**src/rtl/turbo_pkg.sv**
```systemverilog
// Shared types and helpers for the turbo-encoder output serializer.
package turbo_pkg;

    localparam int TAIL_BITS   = 4;
    localparam int NUM_STREAMS = 3;

    typedef enum logic {
        IDLE,
        SEND
    } serializer_state_t;

    // [stream][j] is the tail bit transmitted at position K+j of dk<stream>
    typedef logic [NUM_STREAMS-1:0][TAIL_BITS-1:0] tail_t;

    // Raw tail arrives as {z'K+2..z'K, x'K+2..x'K, zK+2..zK, xK+2..xK};
    // interleave it into the three dk streams' termination ordering.
    function automatic tail_t tail_map(input logic [11:0] raw);
        tail_t      t;
        logic [2:0] x;
        logic [2:0] z;
        logic [2:0] xp;
        logic [2:0] zp;
        {zp, xp, z, x} = raw;
        t[0] = {zp[1], xp[0], z[1], x[0]};
        t[1] = {xp[2], zp[0], x[2], z[0]};
        t[2] = {zp[2], xp[1], z[2], x[1]};
        return t;
    endfunction

endpackage

```
**src/rtl/tail_reorder.sv**
```systemverilog
// Combinational 12->12 permutation of the raw trellis tail into dk order.
module tail_reorder
    import turbo_pkg::*;
(
    input  logic [11:0] raw,
    output logic [11:0] ordered
);

    assign ordered = tail_map(raw);

endmodule

```
**src/rtl/turbo_stream_serializer.sv**
```systemverilog
// Three-stream parallel-to-serial stage: captures one code block, then emits
// W bits per stream per beat with last marker and partial-beat bit count.
// Optional: define TURBO_TAIL_REORDER_EN to source bits K..K+3 from i_tail.
module turbo_stream_serializer
    import turbo_pkg::*;
#(
    parameter int K_MAX = 40,
    parameter int W     = 1
) (
    input  logic                         i_clk,
    input  logic                         i_rst,
    input  logic [K_MAX+3:0]             i_stream1,
    input  logic [K_MAX+3:0]             i_stream2,
    input  logic [K_MAX+3:0]             i_stream3,
    input  logic [11:0]                  i_tail,
    input  logic [$clog2(K_MAX+5)-1:0]   i_k,
    input  logic                         i_valid,
    output logic                         o_ready,
    output logic [W-1:0]                 o_dk0,
    output logic [W-1:0]                 o_dk1,
    output logic [W-1:0]                 o_dk2,
    output logic                         o_valid,
    input  logic                         i_ready,
    output logic                         o_last,
    output logic [$clog2(W+1)-1:0]       o_nbits,
    output logic                         o_err
);

    localparam int BL = K_MAX + TAIL_BITS;
    localparam int KW = $clog2(K_MAX + 5);
    localparam int PW = $clog2(K_MAX + 4 + W);
    localparam int NW = $clog2(W + 1);

    serializer_state_t                  state_q, state_n;
    logic [NUM_STREAMS-1:0][BL-1:0]     buf_q, buf_n;
    logic [PW-1:0]                      base_q, base_n;
    logic [PW-1:0]                      len_q, len_n;
    logic                               err_n;
    logic                               k_bad;
    logic [KW-1:0]                      k_eff;
    logic [NUM_STREAMS-1:0][W-1:0]      lanes_n;
    logic                               last_n;
    logic [NW-1:0]                      nbits_n;

`ifdef TURBO_TAIL_REORDER_EN
    logic [PW-1:0] k_q, k_n;
    tail_t         tail_q, tail_n;
    tail_t         tail_ord;

    tail_reorder u_tail_reorder (
        .raw     (i_tail),
        .ordered (tail_ord)
    );
`else
    // Tail comes straight from the streams in this build.
    logic unused_tail;
    assign unused_tail = ^i_tail;
`endif

    // Illegal block sizes fall back to the largest supported block.
    assign k_bad = (i_k == '0) || (i_k > KW'(K_MAX));
    assign k_eff = k_bad ? KW'(K_MAX) : i_k;

    // Next state: capture a block in IDLE, advance the pointer per accepted beat.
    always_comb begin
        state_n = state_q;
        buf_n   = buf_q;
        base_n  = base_q;
        len_n   = len_q;
        err_n   = o_err;
`ifdef TURBO_TAIL_REORDER_EN
        k_n     = k_q;
        tail_n  = tail_q;
`endif
        case (state_q)
            IDLE: begin
                if (i_valid) begin
                    state_n = SEND;
                    buf_n   = {i_stream3, i_stream2, i_stream1};
                    base_n  = '0;
                    len_n   = PW'(k_eff) + PW'(TAIL_BITS);
                    err_n   = k_bad;
`ifdef TURBO_TAIL_REORDER_EN
                    k_n     = PW'(k_eff);
                    tail_n  = tail_ord;
`endif
                end
            end
            SEND: begin
                if (i_ready) begin
                    base_n = base_q + PW'(W);
                    if (o_last) state_n = IDLE;
                end
            end
            default: state_n = IDLE;
        endcase
    end

    // Beat contents for the next cycle, computed from next-state so outputs are pure flops.
    always_comb begin
        logic [PW-1:0] pos;
        logic          bit_v;
        lanes_n = '0;
        last_n  = 1'b0;
        nbits_n = '0;
        pos     = '0;
        bit_v   = 1'b0;
        if (state_n == SEND) begin
            last_n  = (base_n + PW'(W)) >= len_n;
            nbits_n = last_n ? NW'(len_n - base_n) : NW'(W);
            for (int j = 0; j < W; j++) begin
                pos = base_n + PW'(j);
                for (int s = 0; s < NUM_STREAMS; s++) begin
                    bit_v = 1'b0;
                    for (int i = 0; i < BL; i++)
                        if (pos == PW'(i)) bit_v = buf_n[s][i];
`ifdef TURBO_TAIL_REORDER_EN
                    if (pos >= k_n)
                        for (int t = 0; t < TAIL_BITS; t++)
                            if ((pos - k_n) == PW'(t)) bit_v = tail_n[s][t];
`endif
                    // Lanes past the end of the block are forced to zero.
                    lanes_n[s][j] = (pos < len_n) ? bit_v : 1'b0;
                end
            end
        end
    end

    // State, buffers and registered outputs.
    always_ff @(posedge i_clk or posedge i_rst) begin
        if (i_rst) begin
            state_q <= IDLE;
            buf_q   <= '0;
            base_q  <= '0;
            len_q   <= '0;
`ifdef TURBO_TAIL_REORDER_EN
            k_q     <= '0;
            tail_q  <= '0;
`endif
            o_ready <= 1'b1;
            o_valid <= 1'b0;
            o_last  <= 1'b0;
            o_nbits <= '0;
            o_dk0   <= '0;
            o_dk1   <= '0;
            o_dk2   <= '0;
            o_err   <= 1'b0;
        end else begin
            state_q <= state_n;
            buf_q   <= buf_n;
            base_q  <= base_n;
            len_q   <= len_n;
`ifdef TURBO_TAIL_REORDER_EN
            k_q     <= k_n;
            tail_q  <= tail_n;
`endif
            o_ready <= (state_n == IDLE);
            o_valid <= (state_n == SEND);
            o_last  <= last_n;
            o_nbits <= nbits_n;
            o_dk0   <= lanes_n[0];
            o_dk1   <= lanes_n[1];
            o_dk2   <= lanes_n[2];
            o_err   <= err_n;
        end
    end

endmodule
```
**config.mk**
```make
export PLATFORM = sky130hd
export DESIGN_NAME = turbo_stream_serializer
export DESIGN_NICKNAME = d
export VERILOG_FILES = /design/src/rtl/turbo_pkg.sv /design/src/rtl/tail_reorder.sv /design/src/rtl/turbo_stream_serializer.sv
export SDC_FILE = /design/constraint.sdc
export NUM_CORES = 1
export LEC_CHECK = 0
export CAP_MARGIN = 20
export CORE_ASPECT_RATIO = 1.4
export CORE_MARGIN = 4
export CORE_UTILIZATION = 48
export CTS_CLUSTER_DIAMETER = 40
export DETAILED_ROUTE_END_ITERATION = 12
export GPL_ROUTABILITY_DRIVEN = 0
export PLACE_DENSITY = 0.87
export SYNTH_ARGS = -nofsm -noshare
export SYNTH_HDL_FRONTEND = slang
export SYNTH_SLANG_ARGS = --single-unit
```
**constraint.sdc**
```tcl
create_clock -name i_clk -period 11.3 [get_ports i_clk]
set_input_delay 1.695 -clock i_clk [delete_from_list [all_inputs] [get_ports i_clk]]
set_output_delay 1.695 -clock i_clk [all_outputs]
set_load 0.005 [all_outputs]
```
## After elaboration in Yosys (flattened, before gate mapping)

Index checks and enable logic that the tools add are counted.

- Input port bits: 154
- Output and inout bits: 8
- Flip-flop bits (word level): 152

- Muxes and demuxes: 151
- Reductions and logical operators: 4
- Order comparisons: 3
- Add/subtract/negate cells: 4
- Equality and inequality tests: 43
- Bitwise gates (word level): 2

Operators by type and width:

| cell | count |
|---|---|
| 2-to-1 mux 132 bit | 2 |
| 2-to-1 mux 1 bit | 141 |
| == test 6 x 5 -> 1 bit, second input constant | 16 |
| == test 6 bit, second input constant | 12 |
| == test 6 x 4 -> 1 bit, second input constant | 8 |
| 2-to-1 mux 6 bit | 5 |
| == test 6 x 3 -> 1 bit, second input constant | 4 |
| adder 6 x 1 -> 6 bit, second input constant | 2 |
| == test 6 x 2 -> 1 bit, second input constant | 2 |
| logical NOT 6 bit | 2 |
| case mux 6 bit (2 select lines) | 1 |
| adder 6 x 3 -> 6 bit, second input constant | 1 |
| == test 6 x 1 -> 1 bit, second input constant | 1 |
| >= comparator 6 bit | 1 |
| greater-than comparator 6 bit, second input constant | 1 |
| less-than comparator 6 bit | 1 |
| 2-to-1 mux 3 bit | 1 |
| NOT 1 bit | 2 |
| case mux 1 bit (2 select lines) | 1 |
| AND reduction 2 bit | 1 |
| logical OR 1 bit | 1 |
| subtractor 1 bit | 1 |

## Logic depth before layout (Yosys ltp)

Gate-level depths: netlist of the first run.

- Depth in word-level cells: 50
- Gate-level depth with buffers: 20

## Least setup slack after synthesis of the first run

No wires, ideal clock.

- Path type: input to register
- From: input i_ready
- To: register o_last
- Arrival time: 4.605 ns
- Data required time: 11.181 ns
- Buffers on the path: 4
- Setup time: 0.119 ns
- Stages: 16
- Path slack: 6.576 ns
- Cell sequence: buf_2 > mux2_2 > a22oi_1 > inv_1 > ha_1 > clkbuf_1 > clkbuf_1 > buf_1 > xnor2_1 > ha_1 > a21oi_1 > nor2b_1 > o21ai_0 > nand2b_1 > a21o_1 > and2_1

- Word-level cells in the longest chain between the ends: 5

RTL lines:

| item | RTL line | text |
|---|---|---|
| start: declaration | turbo_stream_serializer.sv:23 | `input logic i_ready,` |
| 2-to-1 mux 6 bit | turbo_stream_serializer.sv:90 | `if (i_ready) begin` |
| case mux 6 bit (2 select lines) | turbo_stream_serializer.sv:75 | `case (state_q)` |
| via base_n[1] | turbo_stream_serializer.sv:36 | `logic [PW-1:0] base_q, base_n;` |
| adder 6 x 1 -> 6 bit | turbo_stream_serializer.sv:109 | `last_n = (base_n + PW'(W)) >= len_n;` |
| >= comparator 6 bit | turbo_stream_serializer.sv:109 |  |
| 2-to-1 mux 1 bit | turbo_stream_serializer.sv:108 | `if (state_n == SEND) begin` |
| via last_n | turbo_stream_serializer.sv:42 | `logic last_n;` |
| end signal: assignment | turbo_stream_serializer.sv:159 | `o_last <= last_n;` |
| end: declaration | turbo_stream_serializer.sv:24 | `output logic o_last,` |

The timed path passes the listed nets, and every way through them passes these cells.
A chain may end at the register's enable or synchronous reset.

==> results of run 1 <==
[per-layer routing]
| layer | global-route usage [%] | vias up | wire length [µm] |
|---|---|---|---|
| li1 | - | 3269 | - |
| met1 | 29.3 | 3548 | 8890 |
| met5 | 0 | - | 0 |
| met4 | 13.8 | 0 | 1480 |
| met2 | 43.0 | 476 | 12400 |
| met3 | 5.10 | 130 | 2040 |
[state kept, by name, summed over array words and instances, names as in the netlist]
register and count:
buf_q 132, o_nbits 1, o_dk0 1, base_q 6, o_err 1, o_ready 1, state_q 1, o_dk2 1
len_q 6, o_last 1, o_dk1 1
[cells in the mapped netlist, drive strengths merged, types with 7 or more instances]
cell	instances	area [µm²]
inv	31	121
mux2	83	938
a21oi	26	149
o21a	8	61.3
o211ai	17	133
nand2	159	597
a221oi	17	166
o221ai	9	78.8
ha	18	225
a22oi	7	52.6
buf	29	208
o21ai	42	210
o22ai	20	125
nand3	12	65.1
mux2i	12	120
nor3	14	86.3
dfrtp	151	3780
clkbuf	24	90.1
nor2	36	135
[power groups by stage]
| stage | Sequential, mW | Combinational (mW) | Clock (mW) |
|---|---|---|---|
| after floorplan | 0.877 | 1.28 | 0 |
| after CTS | 0.905 | 1.77 | 0.561 |
| after global placement | 0.893 | 1.70 | 0 |
| after global routing | 0.927 | 1.96 | 0.580 |
| final | 0.904 | 1.83 | 0.556 |
| after detailed placement | 0.911 | 1.74 | 0 |
[through the flow]
step	power, mW	area (µm²)	hold slack (ps)
after detailed placement	2.65	9890	454
final	3.29	10500	474
after floorplan	2.16	8340	436
after global placement	2.59	9890	452
after CTS	3.24	10500	473
after global routing	3.46	10500	498
[worst reg2reg max path: stages, from the launching register on]
cell      delay [ps]
dfrtp_1          440
ha_1             330
mux2_2           260
a22oi_1          330
ha_1             210
buf_4            390
inv_1            400
nor2_1           810
a221oi_1         230
or4_1            480
a22o_1           220
o211ai_1          90
a22oi_1          160
a21oi_1          160
[path summary, 6_finish.rpt]
path	to
setup / recovery	o_dk1
hold / removal	buf_q[77]
setup reg to reg	o_dk1
hold reg to reg	buf_q[77]
max in group asynchronous	buf_q[4]
min in group asynchronous	buf_q[39]
[area by class of cell]
type / count / share of cell area [%]
repair buffers: 156 / 15.0
multi-input cells: 597 / 39.3
clock inverters: 15 / 1.35
flip-flops and latches: 152 / 36.3
clock buffers: 17 / 4.06
inverters: 32 / 1.24
well taps: 232 / 2.77
[logic make-up after synthesis]
family / Yosys count / synth area share, %
AOI/OAI and AO/OA: 209 / 18.5
xor gates and xnor gates: 6 / 0.630
adders and majority gates: 18 / 2.70
buffers and inverters: 85 / 5.07
DFF: 152 / 45.6
muxes: 95 / 12.7
and+or+nand+nor: 269 / 14.8
==> impl_metrics.env, run 1 <==
export IMPL_clockRootBuffer="clkbuf_16"
export IMPL_final_nets=1128
export IMPL_ant_nets=0
export IMPL_track_usage_pct=25.0
export IMPL_grt_pass1_wl_mm=38.4
export IMPL_numCtsBuffers=17
export IMPL_switchingPower_mw=1.47
export IMPL_p_per_area_mw_per_mm2=314
export IMPL_critPathKind="in2reg"
export IMPL_finalHoldViolations=0
export IMPL_min_path_cells=2
export IMPL_die_w_um=119
export IMPL_grt_pass1_vias=7264
export IMPL_dr_first_iter_drc_count=762
export IMPL_min_path_type="reg2reg"
export IMPL_cp_cell_sequence="clkdlybuf4s50_1 > mux2_2 > a22oi_1 > ha_1 > buf_4 > inv_1 > nor2_1 > a221oi_1 > or4_1 > a22o_1 > o211ai_1 > a22oi_1 > a21oi_1"
export IMPL_postLayoutSetupSlackWorst_ps=5380
export IMPL_crit_family="buffers and inverters"
export IMPL_initial_core_util_pct=49.4
export IMPL_yosysUniqueCellTypes=76
export IMPL_fin_crit_sh_pct=52.4
export IMPL_hpwl_mm=17.4
export IMPL_setup_tns_ps=0
export IMPL_slew_headroom_pct=30.5
export IMPL_crit_path_top_delay_cell="nor2_1"
export IMPL_drt_first_pass_iters=5
export IMPL_maxCapViolCount=0
export IMPL_via_per_inst=6.18
export IMPL_syn_area_mm2=0.00834
export IMPL_drc_errors=0
export IMPL_async_flop_share_pct=100
export IMPL_cp_startpoint="i_ready"
export IMPL_totalWireLength_mm=24.8
export IMPL_ir_worst_vdd_mv=0.171
export IMPL_path_clk_slew_ps=60
export IMPL_die_h_um=164
export IMPL_core_area_mm2=0.0169
export IMPL_ioPinCount=162
export IMPL_postCtsSetupBuffers=0
export IMPL_crit_path_max_incr_delay_ps=810
export IMPL_multiInputGateArea_mm2=0.00412
export IMPL_ys_ff_latch=152
export IMPL_start_kind="primary input"
export IMPL_worst_pin_slew_ps=1040
export IMPL_rr_startpoint="base_q[0]"
export IMPL_antenna_cells=0
export IMPL_post_place_cells=1168
export IMPL_ys_warn_count=0
export IMPL_p_int_mw=1.82
export IMPL_overflow=0
export IMPL_rsz0062_at_grt="false"
export IMPL_final_cell_mix="159 x nand2_1, 151 x dfrtp_1, 149 x clkdlybuf4s50_1, 82 x mux2_2, 39 x o21ai_0"
export IMPL_r2r_cells=13
export IMPL_final_min_clock_period_ps=5920
export IMPL_p_seq_share_pct=27.5
export IMPL_skew_ps=6.51
export IMPL_die_area_mm2=0.0196
export IMPL_fin_cells=1201
export IMPL_crit_fanout=38
export IMPL_status="completed"
export IMPL_ff2ff_setup_slack_ps=6700
export IMPL_fmax_mhz=169
export IMPL_path_buf_inv=3
export IMPL_antenna_found_initial=0
export IMPL_cp_required_ps=11650
export IMPL_combPwrFrac_pct=55.6
export IMPL_holdCritStartpoint="buf_q[77]"
export IMPL_avgSynthCellArea_um2=10.0
export IMPL_cts_sinks=152
export IMPL_vias=7423
export IMPL_fillers=1337
export IMPL_clock_power_share_pct=16.9
export IMPL_final_layout_size_suffix_gt1_share_pct=15.2
export IMPL_hold_buffers=0
export IMPL_sw_frac_of_total_pct=44.8
export IMPL_critPathCaptureType="flip-flop"
export IMPL_clock_path_buffers=2
export IMPL_cts_tree="built"
export IMPL_p_leak_nw=4.41
export IMPL_synth_top_flop_cell="dfrtp_1"
export IMPL_finalSetupViolations=0
export IMPL_arrival_ps=6270
export IMPL_path_depth=13
export IMPL_worst_path_most_repeated_cell="a22oi_1"
export IMPL_utilization_pct=62.1
export IMPL_synth_nets=1006
export IMPL_wl_per_cell_um=20.7
export IMPL_clkLatencyLatePin_ps=430
export IMPL_synth_edf_count=0
export IMPL_grt_start_max_net_pins=120
export IMPL_layout_commonest_cell="nand2_1"
export IMPL_rows=56
export IMPL_area_growth_pct=25.7
export IMPL_post_place_ws_ps=5210
export IMPL_htreeDepth=4
export IMPL_drv_slew=0
export IMPL_ys_seq_area_share_pct=45.6
export IMPL_regArea_mm2=0.00380
export IMPL_synthCells=834
export IMPL_cts_resized=0
export IMPL_io_buffers=149
No activity file was read; power rests on OpenSTA's default activity.
==> inputs of run 2 (changes only) <==
PLACE_DENSITY = 0.9   (was 0.87)
clock period = 4.9 ns   (was 11.3 ns; I/O delays follow)
==> impl_metrics.env, run 2 (synthesis gave the netlist of run 1 again) <==
export IMPL_slew_headroom_pct=53.2
export IMPL_postLayoutSetupSlackWorst_ps=714
export IMPL_sw_frac_of_total_pct=42.6
export IMPL_crit_path_max_incr_delay_ps=690
export IMPL_finalSetupViolations=0
export IMPL_clock_path_buffers=2
export IMPL_top_usage_layer="met2"
export IMPL_use_met3_pct=5.61
export IMPL_ioPinCount=162
export IMPL_path_clk_slew_ps=70
export IMPL_die_w_um=119
export IMPL_crit_fanout=19
export IMPL_drt_first_pass_iters=6
export IMPL_total_power_mw=7.88
export IMPL_clkLatencyLatePin_ps=430
export IMPL_fin_crit_sh_pct=85.4
export IMPL_reg_top3="buf_q x132, base_q x6, len_q x6"
export IMPL_area_growth_pct=28.0
export IMPL_ant_nets=0
export IMPL_grt_pass1_vias=7516
export IMPL_cts_sinks=152
export IMPL_cp_required_ps=5210
export IMPL_antenna_cells=0
export IMPL_htreeDepth=4
export IMPL_clockRootBuffer="clkbuf_16"
export IMPL_cp_cell_sequence="clkdlybuf4s50_1 > mux2_2 > a22oi_1 > ha_1 > nor4bb_1 > a311oi_1 > a222oi_1 > a22oi_1 > o2111ai_1 > o211ai_1 > o211ai_1 > a21oi_1"
export IMPL_largest_register_ffs=132
export IMPL_drv_slew=0
export IMPL_cts_tree="built"
export IMPL_post_place_cells=1179
export IMPL_regMostFlops="buf_q"
export IMPL_overflow=0
export IMPL_min_path_type="reg2reg"
export IMPL_switchingPower_mw=3.35
export IMPL_p_seq_share_pct=26.4
export IMPL_die_area_mm2=0.0196
export IMPL_status="completed"
export IMPL_initial_core_util_pct=49.4
export IMPL_setup_tns_ps=0
export IMPL_postCtsSetupBuffers=0
export IMPL_fmax_mhz=239
export IMPL_final_nets=1139
export IMPL_cts_resized=0
export IMPL_start_kind="primary input"
export IMPL_maxCapViolCount=0
export IMPL_final_min_clock_period_ps=4190
export IMPL_hold_buffers=0
export IMPL_core_area_mm2=0.0169
export IMPL_min_path_cells=2
export IMPL_grtUsageMet2_pct=41.9
export IMPL_hpwl_mm=17.9
export IMPL_grt_start_max_net_pins=122
export IMPL_combPwrFrac_pct=54.5
export IMPL_rsz0062_at_grt="false"
export IMPL_grt_pass1_wl_mm=38.9
export IMPL_antenna_found_initial=0
export IMPL_drc_errors=0
export IMPL_final_cell_mix="159 x nand2_1, 151 x dfrtp_1, 149 x clkdlybuf4s50_1, 82 x mux2_2, 39 x o21ai_0"
export IMPL_holdPathEnd="buf_q[84]"
export IMPL_crit_path_top_delay_cell="ha_1"
export IMPL_skew_ps=9.98
export IMPL_layout_commonest_cell="nand2_1"
export IMPL_critPathKind="in2reg"
export IMPL_met1_usage_pct=30.2
export IMPL_finalHoldViolations=0
export IMPL_io_buffers=149
export IMPL_totalWireLength_mm=24.8
export IMPL_track_usage_pct=25.3
export IMPL_crit_reg2reg_capture="o_dk0"
export IMPL_p_per_area_mw_per_mm2=738
export IMPL_critPathCaptureType="flip-flop"
export IMPL_dr_first_iter_drc_count=1073
export IMPL_rows=56
export IMPL_p_int_mw=4.53
export IMPL_holdCritStartpoint="buf_q[84]"
export IMPL_clock_power_share_pct=19.1
export IMPL_numCtsBuffers=17
export IMPL_ff2ff_setup_slack_ps=1000
export IMPL_fin_cells=1212
export IMPL_p_leak_nw=4.50
export IMPL_via_per_inst=6.04
export IMPL_final_layout_size_suffix_gt1_share_pct=15.8
export IMPL_worst_pin_slew_ps=701
export IMPL_arrival_ps=4490
export IMPL_post_place_ws_ps=425
export IMPL_rr_startpoint="state_q"
export IMPL_ir_worst_vdd_mv=0.542
export IMPL_utilization_pct=63.2
export IMPL_die_h_um=164
export IMPL_r2r_cells=12
export IMPL_wl_per_cell_um=20.5
export IMPL_vias=7319
[run 2: cell types whose count changed in the layout (fill, tap and decap cells not counted), moves of 2 or more]
cell	delta
buf_4	+11
bufinv_16	+5
clkbuf_1	+3
clkinv_2	-3
inv_6	-5
inv_8	-2
[run 2: routing by layer]
metal	part of all wire, %	vias to the layer above	wire length, µm
li1	-	3292	-
met1	36	3415	8960
met2	48	479	11900
met3	9.2	133	2270
met4	6.7	0	1670
met5	0	-	0
[run 2: worst max-delay path by stage]
stage / cells past startpoint / slack [ps] / endpoint / startpoint
after floorplan: 1 / 70 / base_q[0] / i_rst
after global placement: 12 / 540 / o_dk0 / i_ready
after detailed placement: 12 / 420 / o_dk0 / i_ready
after CTS: 12 / 860 / o_dk0 / i_ready
after global routing: 12 / 480 / o_dk0 / i_ready
final: 12 / 710 / o_dk0 / i_ready
[run 2: layout make-up]
class	count	area (µm²)
clock inverter	11	218
clock buffer	21	450
timing repair buffer	167	1660
sequential	152	3800
tap	232	290
inverter	32	130
fill	1292	6210
multi-input combinational	597	4120
[run 2: through the flow]
step                      area (µm²)  hold WS (ps)
after floorplan                 8340           436
after global placement          9980           456
after detailed placement        9980           459
after CTS                      10600           474
after global routing           10700           494
final                          10700           474
[run 2: power by group through the flow]
stage	clock, mW	sequential (mW)	combinational (mW)
finish	1.51	2.08	4.29
global route	1.56	2.14	4.61
CTS	1.50	2.08	4.17
detailed placement	0	2.10	4.11
global placement	0	2.05	3.99
floorplan	0	2.02	2.95
[run 2: critical path, delay by kind of cell]
kind            cells  cell delay (ps)
mux                 1              370
simple gates        1              370
fa+ha+maj           1              690
buf+inv             1              650
compound gates      8             1680
==> inputs of run 3 (changes only) <==
CTS_CLUSTER_SIZE = 28   (was default)
SKIP_LAST_GASP = 1   (was default)
==> results of run 3 <==
The final DEF is identical to that of run 2; final timing and power are the same.
